**config.mk**
```make
export PLATFORM = sky130hd
export DESIGN_NAME = pat_step_ctrl
export DESIGN_NICKNAME = d
export VERILOG_FILES = /design/src/rtl/pat_step_ctrl.sv
export SDC_FILE = /design/constraint.sdc
export NUM_CORES = 1
export LEC_CHECK = 0
export CAP_MARGIN = 5
export CORE_ASPECT_RATIO = 0.7
export CORE_MARGIN = 2
export CORE_UTILIZATION = 60
export DETAILED_ROUTE_END_ITERATION = 16
export PLACE_DENSITY = 0.77
export SLEW_MARGIN = 20
export SYNTH_ARGS = -nofsm -noshare
export SYNTH_HDL_FRONTEND = slang
export SYNTH_SLANG_ARGS = --single-unit
```
**constraint.sdc**
```tcl
create_clock -name clk -period 5.85 [get_ports clk]
set_input_delay 1.4625 -clock clk [delete_from_list [all_inputs] [get_ports clk]]
set_output_delay 1.4625 -clock clk [all_outputs]
set_load 0.02 [all_outputs]
```
**src/rtl/pat_step_ctrl.sv**
```systemverilog
// pat_step_ctrl: button-driven run/pause/step/direction controller producing a single-cycle pattern-advance strobe
module pat_step_ctrl #(
    parameter int DIV_N = 25,
    parameter int DEB_N = 20
) (
    input  logic clk,
    input  logic rst_n,
    input  logic btn_run_n,
    input  logic btn_step_n,
    input  logic btn_dir_n,
    output logic adv,
    output logic dir,
    output logic running
);
    typedef enum logic {RUN = 1'b0, PAUSE = 1'b1} state_t;

    logic [2:0]       btn;
    logic [2:0]       sync1;
    logic [2:0]       sync2;
    logic [2:0]       press;
    logic             run_press;
    logic             step_press;
    logic             dir_press;
    logic             tick;
    logic             adv_nx;
    logic [DIV_N-1:0] pre;
    state_t           state;
    state_t           state_nx;

    assign btn        = {btn_dir_n, btn_step_n, btn_run_n};
    assign run_press  = press[0];
    assign step_press = press[1];
    assign dir_press  = press[2];
    assign tick       = &pre;

    // two-flop synchronizers; reset to the released level
    always_ff @(posedge clk or negedge rst_n) begin
        if (!rst_n) begin
            sync1 <= '1;
            sync2 <= '1;
        end else begin
            sync1 <= btn;
            sync2 <= sync1;
        end
    end

    genvar i;
    generate
        for (i = 0; i < 3; i++) begin : g_deb
            logic             stable;
            logic [DEB_N-1:0] cnt;
            logic             prs;
            // accept a new level after 2^DEB_N agreeing samples; pulse on an accepted press only
            always_ff @(posedge clk or negedge rst_n) begin
                if (!rst_n) begin
                    stable <= 1'b1;
                    cnt    <= '0;
                    prs    <= 1'b0;
                end else begin
                    prs <= 1'b0;
                    if (sync2[i] == stable) begin
                        cnt <= '0;
                    end else if (cnt != '1) begin
                        cnt <= cnt + 1'b1;
                    end else begin
                        stable <= sync2[i];
                        cnt    <= '0;
                        prs    <= stable;
                    end
                end
            end
            assign press[i] = prs;
        end
    endgenerate

    // next state and next strobe: a run press toggles state and suppresses any strobe that cycle
    always_comb begin
        state_nx = run_press ? ((state == RUN) ? PAUSE : RUN) : state;
        adv_nx   = !run_press && ((state == RUN) ? tick : step_press);
    end

    // state register
    always_ff @(posedge clk or negedge rst_n) begin
        if (!rst_n) state <= RUN;
        else        state <= state_nx;
    end

    // prescaler: counts while running, holds on pause, restarts from zero on resume
    always_ff @(posedge clk or negedge rst_n) begin
        if (!rst_n)                         pre <= '0;
        else if (state == PAUSE && run_press) pre <= '0;
        else if (state == RUN && !run_press)  pre <= pre + 1'b1;
    end

    // registered outputs; dir toggles on the same edge as a coincident strobe
    always_ff @(posedge clk or negedge rst_n) begin
        if (!rst_n) begin
            adv     <= 1'b0;
            dir     <= 1'b0;
            running <= 1'b1;
        end else begin
            adv     <= adv_nx;
            dir     <= dir ^ dir_press;
            running <= (state_nx == RUN);
        end
    end
endmodule

```
### Word-level counts from Yosys, hierarchy flattened

Index checks and enable logic that the tools add are counted.

| operators by class | value |
|---|---|
| $add $sub $neg | 4 |
| equal/unequal tests | 6 |
| mux-type cells | 17 |
| bitwise gates (word level) | 9 |
| reductions and logical operators | 9 |

Operators by type and width:

| cell | count |
|---|---|
| 2-to-1 mux 20 bit | 6 |
| adder 20 x 1 -> 20 bit (second input constant) | 3 |
| != test 20 bit (second input constant) | 3 |
| 2-to-1 mux 25 bit | 2 |
| adder 25 x 1 -> 25 bit (second input constant) | 1 |
| AND reduction 25 bit | 1 |
| 2-to-1 mux 1 bit | 9 |
| NOT 1 bit | 8 |
| AND reduction 2 bit | 3 |
| == test 1 bit | 3 |
| logical AND 1 bit | 3 |
| nonzero test 2 bit | 1 |
| logical NOT 1 bit | 1 |
| bitwise XOR 1 bit | 1 |

| word-level totals | value |
|---|---|
| register bits after elaboration | 101 |
| bits of input ports | 5 |
| output and inout bits | 3 |

### Logic depth before layout (Yosys ltp)

Gate-level depths: netlist of the first run.

| depth | value |
|---|---|
| depth in word-level cells | 4 |
| mapped depth | 7 |

### Worst setup path before layout of the first run

Ideal clock, no wire load.

| timing | value |
|---|---|
| path type | reg-to-reg |
| start point | register state |
| end point | register pre[22] |
| arrival time | 1969 ps |
| path slack | 3804 ps |
| stages on the path, launching flop included | 7 |
| buffers on the path | 1 |
| cells stage by stage | dfrtp_1 -> ha_1 -> nand4b_1 -> or4_1 -> buf_2 -> or3_1 -> a21oi_1 |

| between the ends | value |
|---|---|
| longest elaborated chain between the ends | 3 |
| elaborated cells between the ends (all ways) | 5 |
| those cells by class | mux: 1; bitwise: 1; reduce/logical: 3 |

Ends and longest elaborated chain:

| item | RTL line | RTL |
|---|---|---|
| start, declared | 27 | `state_t state;` |
| start signal, assigned | 85 | `else state <= state_nx;` |
| NOT 1 bit | 92 | `else if (state == RUN && !run_press) pre <= pre + 1'b1;` |
| logical AND 1 bit | 92 |  |
| nonzero test 2 bit (no line) | -- |  |
| end signal, assigned | 92 |  |
| end, declared | 26 | `logic [DIV_N-1:0] pre;` |

Parallel ways exist; a longest one is shown, timed or not.
A chain may end at the register's enable or synchronous reset.

### Worst setup path in the final report of the first run

| timing | value |
|---|---|
| start point | register running |
| end point | output port running |

RTL lines:

| item | RTL line | RTL |
|---|---|---|
| start, declared | 13 | `output logic running` |
| start signal, assigned | 104 | `running <= (state_nx == RUN);` |

No word-level cell between the ends.

==> metrics.cfg, run 1 <==
[setup_path]
crit_arrival_ns=1.45
ff2ff_setup_slack_ns=3.43
slowest_delay_ns=0.59
r2r_start=state
cp-end-kind=output port
critPathLaunchType=flip-flop
cp_num_buf_inv=1
reg2reg_depth=5
cp_max_fo=1
critical-path-top-delay-family=buffers and inverters
crit_type=flip-flop to output port
reg2reg_to=pre[22]
cpMaxStageDelayCell=clkdlybuf4s50_1
cp_cell_sequence=clkdlybuf4s50_1
crit_start=running
cp.required_ns=4.39
worst-path-stages=1

[layout]
multi_input_area_sq_um=2170
diodes=0
n_fill_cell=608
stdcell_count=595
syn_to_final_growth_pct=8.77
drive_gt1_share_pct=7.89
final_nets=499
regArea_sq_um=2540

[yosys]
synthCells=486
yosys-top-cells-count=dfrtp_1 (91), nor2_1 (62), nand2_1 (33), nand3_1 (28), xnor2_1 (28)
yosys_register_bits=101
syn-num-nets=496
yosysTopAreaCell=dfrtp_1
yosysTopAreaCellShare_pct=47.2
async_flop_share_pct=100
synth_edf_count=0
syn_area_per_cell_sq_um=9.92
synth.most_common_cell=dfrtp_1
synth-warning-count=0
syn-cell-area_sq_um=4820
ys_seq_area_share_pct=52.7
synth_area_leaders=dfrtp_1 (47%), dfstp_2 (5.4%), xnor2_1 (5.1%)
synth_ff_type=dfrtp_1
synth.distinct_cells=40

[global_routing]
grt_first_pass_wirelength_mm=15.0
grt_pass1_vias=3185
grtUsageTotal_pct=21.4
grt-ovfl-total=0
antenna_found_initial=0
grt_max_degree=62

[pwr]
leakagePower_nw=2.12
max-vdd-ir-drop_v=0.000252
power.density_nw_per_um2=252
power.total_mw=1.32

[floorplan]
initial_core_util_pct=61.5
dieArea_sq_um=8780
die_w_microns=111
ioPinCount=8
core_sq_um=7840
die_h_microns=79.0
rows=27

[min_path]
whs_endpoint=sync2[2]
hp-class=flip-flop to flip-flop
min_path_cells=0
hold_start=sync1[2]

[clock_network]
cts_max_path_buffers=2
clk_latency_ns=0.35
clk_pin_slew_ns=0.06
cts_setup_buffers=0
htree_num_levels=3
cts_hold_buf=0
root_buffer=clkbuf_16
post_cts_resized=0
cts_made_buffers=9
cts.sinks=101
cts_tree=done

[sta]
final-hold-violation-count=0
tightest_slew_ns=0.862
setup_viol=0
slew_violations=0
fmax_ghz=0.344
skew_ns=0.0102
rsz0062_at_grt=false
fin_crit_sh_pct=49.7
tns_ns=0
fin_crit_ns=2.91
max_slew_margin_pct=42.2

[routing]
dr.pass1.iters=4
via_per_inst=5.86
drtIter0Drc=246
wire_per_inst_microns=14.8
drtAntennaViolNets=0
routed_wl_mm=8.80
vias=3487
drc=0

[flow_run]
maxCapViolations=0

[outcome]
outcome=complete, no violations

[placement]
place_hpwl_mm=5.85
portBuffers=7
dp_cells=579
place.gp.congestion=0.800

==> metrics by stage <==
step,util [%],area [sq um],hold WS [ns],setup slack (ns)
after global placement,63.3,4960,0.345,3.18
after floorplan,-,4820,0.345,3.80
after CTS,66.9,5250,0.358,2.93
after global routing,66.9,5250,0.359,2.90
after detailed placement,63.3,4960,0.349,3.15
final,66.9,5250,0.358,2.94
==> final cells by class <==
class,instances,share of cell area [%]
Clock buffer,12,4.51
Clock inverter,4,0.930
Inverter,12,0.859
Multi-Input combinational cell,356,41.3
Sequential cell,101,48.4
Tap cell,101,2.41
Timing Repair Buffer,9,1.57
==> worst max-delay path by stage <==
stage	to
detailed placement	g_deb[0].cnt[14]
global placement	g_deb[0].cnt[14]
CTS	running
finish	running
floorplan	pre[22]
global route	running
==> layout by cell type, fill, tap and decap left out, types with 2 or more instances in the layout <==
cell / netlist / final
or4_1: 11 / 11
inv_1: 12 / 12
o21ai_0: 18 / 18
nand4_1: 22 / 22
clkinv_2: 0 / 2
dfstp_2: 10 / 10
nor3_1: 11 / 11
dfrtp_1: 91 / 91
nand2b_1: 3 / 3
nor2b_1: 2 / 2
o31ai_1: 9 / 9
and4_1: 9 / 9
or2_2: 2 / 2
a21oi_1: 26 / 26
nand2_1: 33 / 33
or3_1: 16 / 16
clkbuf_16: 0 / 9
and2_1: 6 / 6
a31o_2: 5 / 5
and3_1: 6 / 6
clkdlybuf4s50_1: 0 / 6
clkbuf_1: 11 / 3
nand3_1: 28 / 28
nor4_1: 11 / 11
nor3b_1: 3 / 3
nor2_1: 62 / 62
xor2_1: 22 / 22
xnor2_1: 28 / 28
a31oi_1: 3 / 3
ha_1: 5 / 5
mux2_2: 4 / 4
buf_4: 0 / 3
==> power breakdown <==
part,internal [mW],switching [mW]
registers,0.707,0.00620
clock network,0.331,0.244
logic,0.00919,0.0247
==> metal layers <==
layer / routed length, microns / track usage (%)
met5: 0 / 0
met4: 19 / 5.19
met3: 285 / 5.95
met2: 4140 / 33.5
met1: 4350 / 30.2
==> registers in the layout, indices dropped and copies added (netlist names) <==
name / flops
adv: 1
dir: 1
dir_press: 1
g_deb.cnt: 60
g_deb.prs: 2
g_deb.stable: 3
pre: 25
running: 1
state: 1
sync1: 3
sync2: 3
==> kinds of logic after synthesis <==
kind of cell,after synthesis,synth area share (%)
AND/OR/NAND/NOR,231,25.4
XOR/XNOR,50,9.08
AO/OA/AOI/OAI,65,7.99
adder cells (fa/ha/maj),5,1.30
flip-flops,101,52.7
buffers and inverters,29,2.41
multiplexers,5,1.14
Power figures use the tool's default switching activity.
==> run 2, diff against run 1 <==
- CORE_UTILIZATION: 60 -> 56
- PLACE_DENSITY: 0.77 -> 0.75
- clock period: 5.85 -> 2.45 ns (I/O delays scaled with it)
==> run 2 against run 1 <==
Compared with the run above:
- global-route usage shrank 0.12 points
- design area increased by 0.86%
- critical path depth rose by 4
- non-clock buffer count rose by 4
- register-to-register slack got worse by 3.2 ns
- largest cell class unchanged
==> metrics.cfg, run 2 (synthesis results as in run 1) <==
[sta]
skew_ns=0.00444  ; -0.00573 ns
max_slew_margin_pct=40.8  ; -1.3 points
fin_crit_sh_pct=92.6
fin_crit_ns=2.27
tightest_slew_ns=0.882  ; +0.0200 ns
rsz0062_at_grt=false
setup_viol=0  ; unchanged
slew_violations=0  ; unchanged
fmax_ghz=0.441
final-hold-violation-count=0  ; unchanged
tns_ns=0  ; unchanged

[flow_run]
maxCapViolations=0  ; unchanged

[min_path]
hp-class=input pin to async pin

[floorplan]
ioPinCount=8  ; unchanged
initial_core_util_pct=57.4  ; -4.2 points
die_w_microns=115  ; +3.4%
dieArea_sq_um=9380  ; +6.8%
core_sq_um=8410  ; +7.3%
die_h_microns=81.6  ; +3.3%
rows=28  ; +3.7%

[pwr]
max-vdd-ir-drop_v=0.000434  ; +73%
seqPwrFrac_pct=54.5  ; +0.6 points
power.density_nw_per_um2=592  ; +130%
power_frac_clock_pct=42.8  ; -0.7 points
leakagePower_nw=2.14  ; +1.1%
intPower_mw=2.49  ; +140%
swShare_pct=20.5  ; -0.28 points
combPwrFrac_pct=2.8  ; +0.2 points
p_sw_mw=0.643  ; +130%

[layout]
most-common-layout-cells=dfrtp_1 (91), nor2_1 (62), nand2_1 (33)
syn_to_final_growth_pct=9.70
reg.largest.list=g_deb.cnt: 60 flops, pre: 25 flops
final_common_cell=dfrtp_1
diodes=0  ; unchanged
largest_reg_flops=60  ; unchanged
utilization_pct=62.9  ; -4.0 points
drive_gt1_share_pct=8.63  ; +0.74 points
final_nets=503  ; +0.80%
n_fill_cell=682  ; +12%
largest-register=g_deb.cnt

[routing]
vias=3548  ; +1.7%
wire_per_inst_microns=14.6  ; -1.1%
drc=0  ; unchanged
dr.pass1.iters=4  ; unchanged
via_per_inst=5.88  ; +0.40%
drtIter0Drc=265  ; +7.7%
drtAntennaViolNets=0  ; unchanged
routed_wl_mm=8.82  ; +0.25%

[clock_network]
clk_latency_ns=0.34  ; about the same
cts_hold_buf=0  ; unchanged
cts_max_path_buffers=2  ; unchanged
cts_setup_buffers=0  ; unchanged
cts.sinks=101  ; unchanged
cts_made_buffers=9  ; unchanged
clk_pin_slew_ns=0.06  ; about the same
post_cts_resized=0  ; unchanged
cts_tree=done
root_buffer=clkbuf_16
htree_num_levels=3  ; unchanged

[setup_path]
crit_arrival_ns=2.54  ; +1.09 ns
crit_type=flip-flop to flip-flop
critPathLaunchType=flip-flop
cp.required_ns=2.72  ; -1.67 ns
cp_max_fo=12  ; +11
cp-end-kind=flip-flop

[global_routing]
grt_max_degree=44  ; -29%
grtUsageTotal_pct=21.3  ; -0.12 points
grt-ovfl-total=0  ; unchanged
grt_pass1_vias=3534  ; +11%
grt_first_pass_wirelength_mm=15.8  ; +5.3%
antenna_found_initial=0  ; unchanged

[placement]
portBuffers=7  ; unchanged
place.gp.congestion=0.773  ; -3.4%
place_hpwl_mm=5.98  ; +2.2%

[outcome]
outcome=complete, no violations

[run 2: worst paths after layout]
kind / cells past startpoint / start / end / slack [ns]
max in group asynchronous: 2 / rst_n / running / 1.55
worst min-delay path: 1 / rst_n / g_deb[1].cnt[10] / 0.23
min in group clk: 0 / sync1[0] / sync2[0] / 0.36
worst min register to register: 0 / sync1[0] / sync2[0] / 0.36
worst max-delay path: 5 / state / pre[23] / 0.18
worst max register to register: 5 / state / pre[23] / 0.18
[run 2: critical path, cell delays in order (launching register included)]
cell and delay [ns]:
dfrtp_1 0.40, ha_1 0.36, nand3b_1 0.26, or3_1 0.52, or4_1 0.52, a21oi_1 0.15
[run 2: metal layers]
metal | track usage, % | part of all wire (%) | vias to the layer above
met2 | 35.0 | 46 | 57
li1 | - | - | 1751
met5 | 0 | 0 | -
met1 | 27.9 | 49 | 1729
met3 | 5.39 | 3.7 | 11
met4 | 7.35 | 1.0 | 0
[run 2: power by group through the flow]
stage	clock [mW]	sequential [mW]	combinational, mW
5_1_grt	1.44	1.71	0.102
6_report	1.34	1.70	0.0862
3_3_place_gp	0	1.73	0.0874
3_5_place_dp	0	1.73	0.0895
2_1_floorplan	0	1.73	0.0368
4_1_cts	1.37	1.70	0.0898
[run 2: layout make-up]
| class | count | area [sq um] | share of cell area (%) |
|---|---|---|---|
| well taps | 105 | 131 | 2.48 |
| clock inverters | 1 | 5.00 | 0.0946 |
| repair buffers | 13 | 125 | 2.37 |
| multi-input cells | 356 | 2170 | 40.9 |
| clock buffers | 15 | 278 | 5.25 |
| inverters | 12 | 45.0 | 0.851 |
| flip-flops and latches | 101 | 2540 | 48.0 |
[run 2: metrics by stage]
step / hold slack, ns / setup WS [ns] / instances / power (mW) / cell area, sq um
after CTS: 0.234 / 0.188 / 603 / 3.17 / 5290
after detailed placement: 0.351 / 0.214 / 587 / 1.82 / 5010
after global routing: 0.254 / 0.0320 / 603 / 3.25 / 5290
final: 0.228 / 0.180 / 603 / 3.13 / 5290
after floorplan: 0.317 / 0.404 / 486 / 1.77 / 4820
after global placement: 0.348 / 0.249 / 587 / 1.82 / 5010
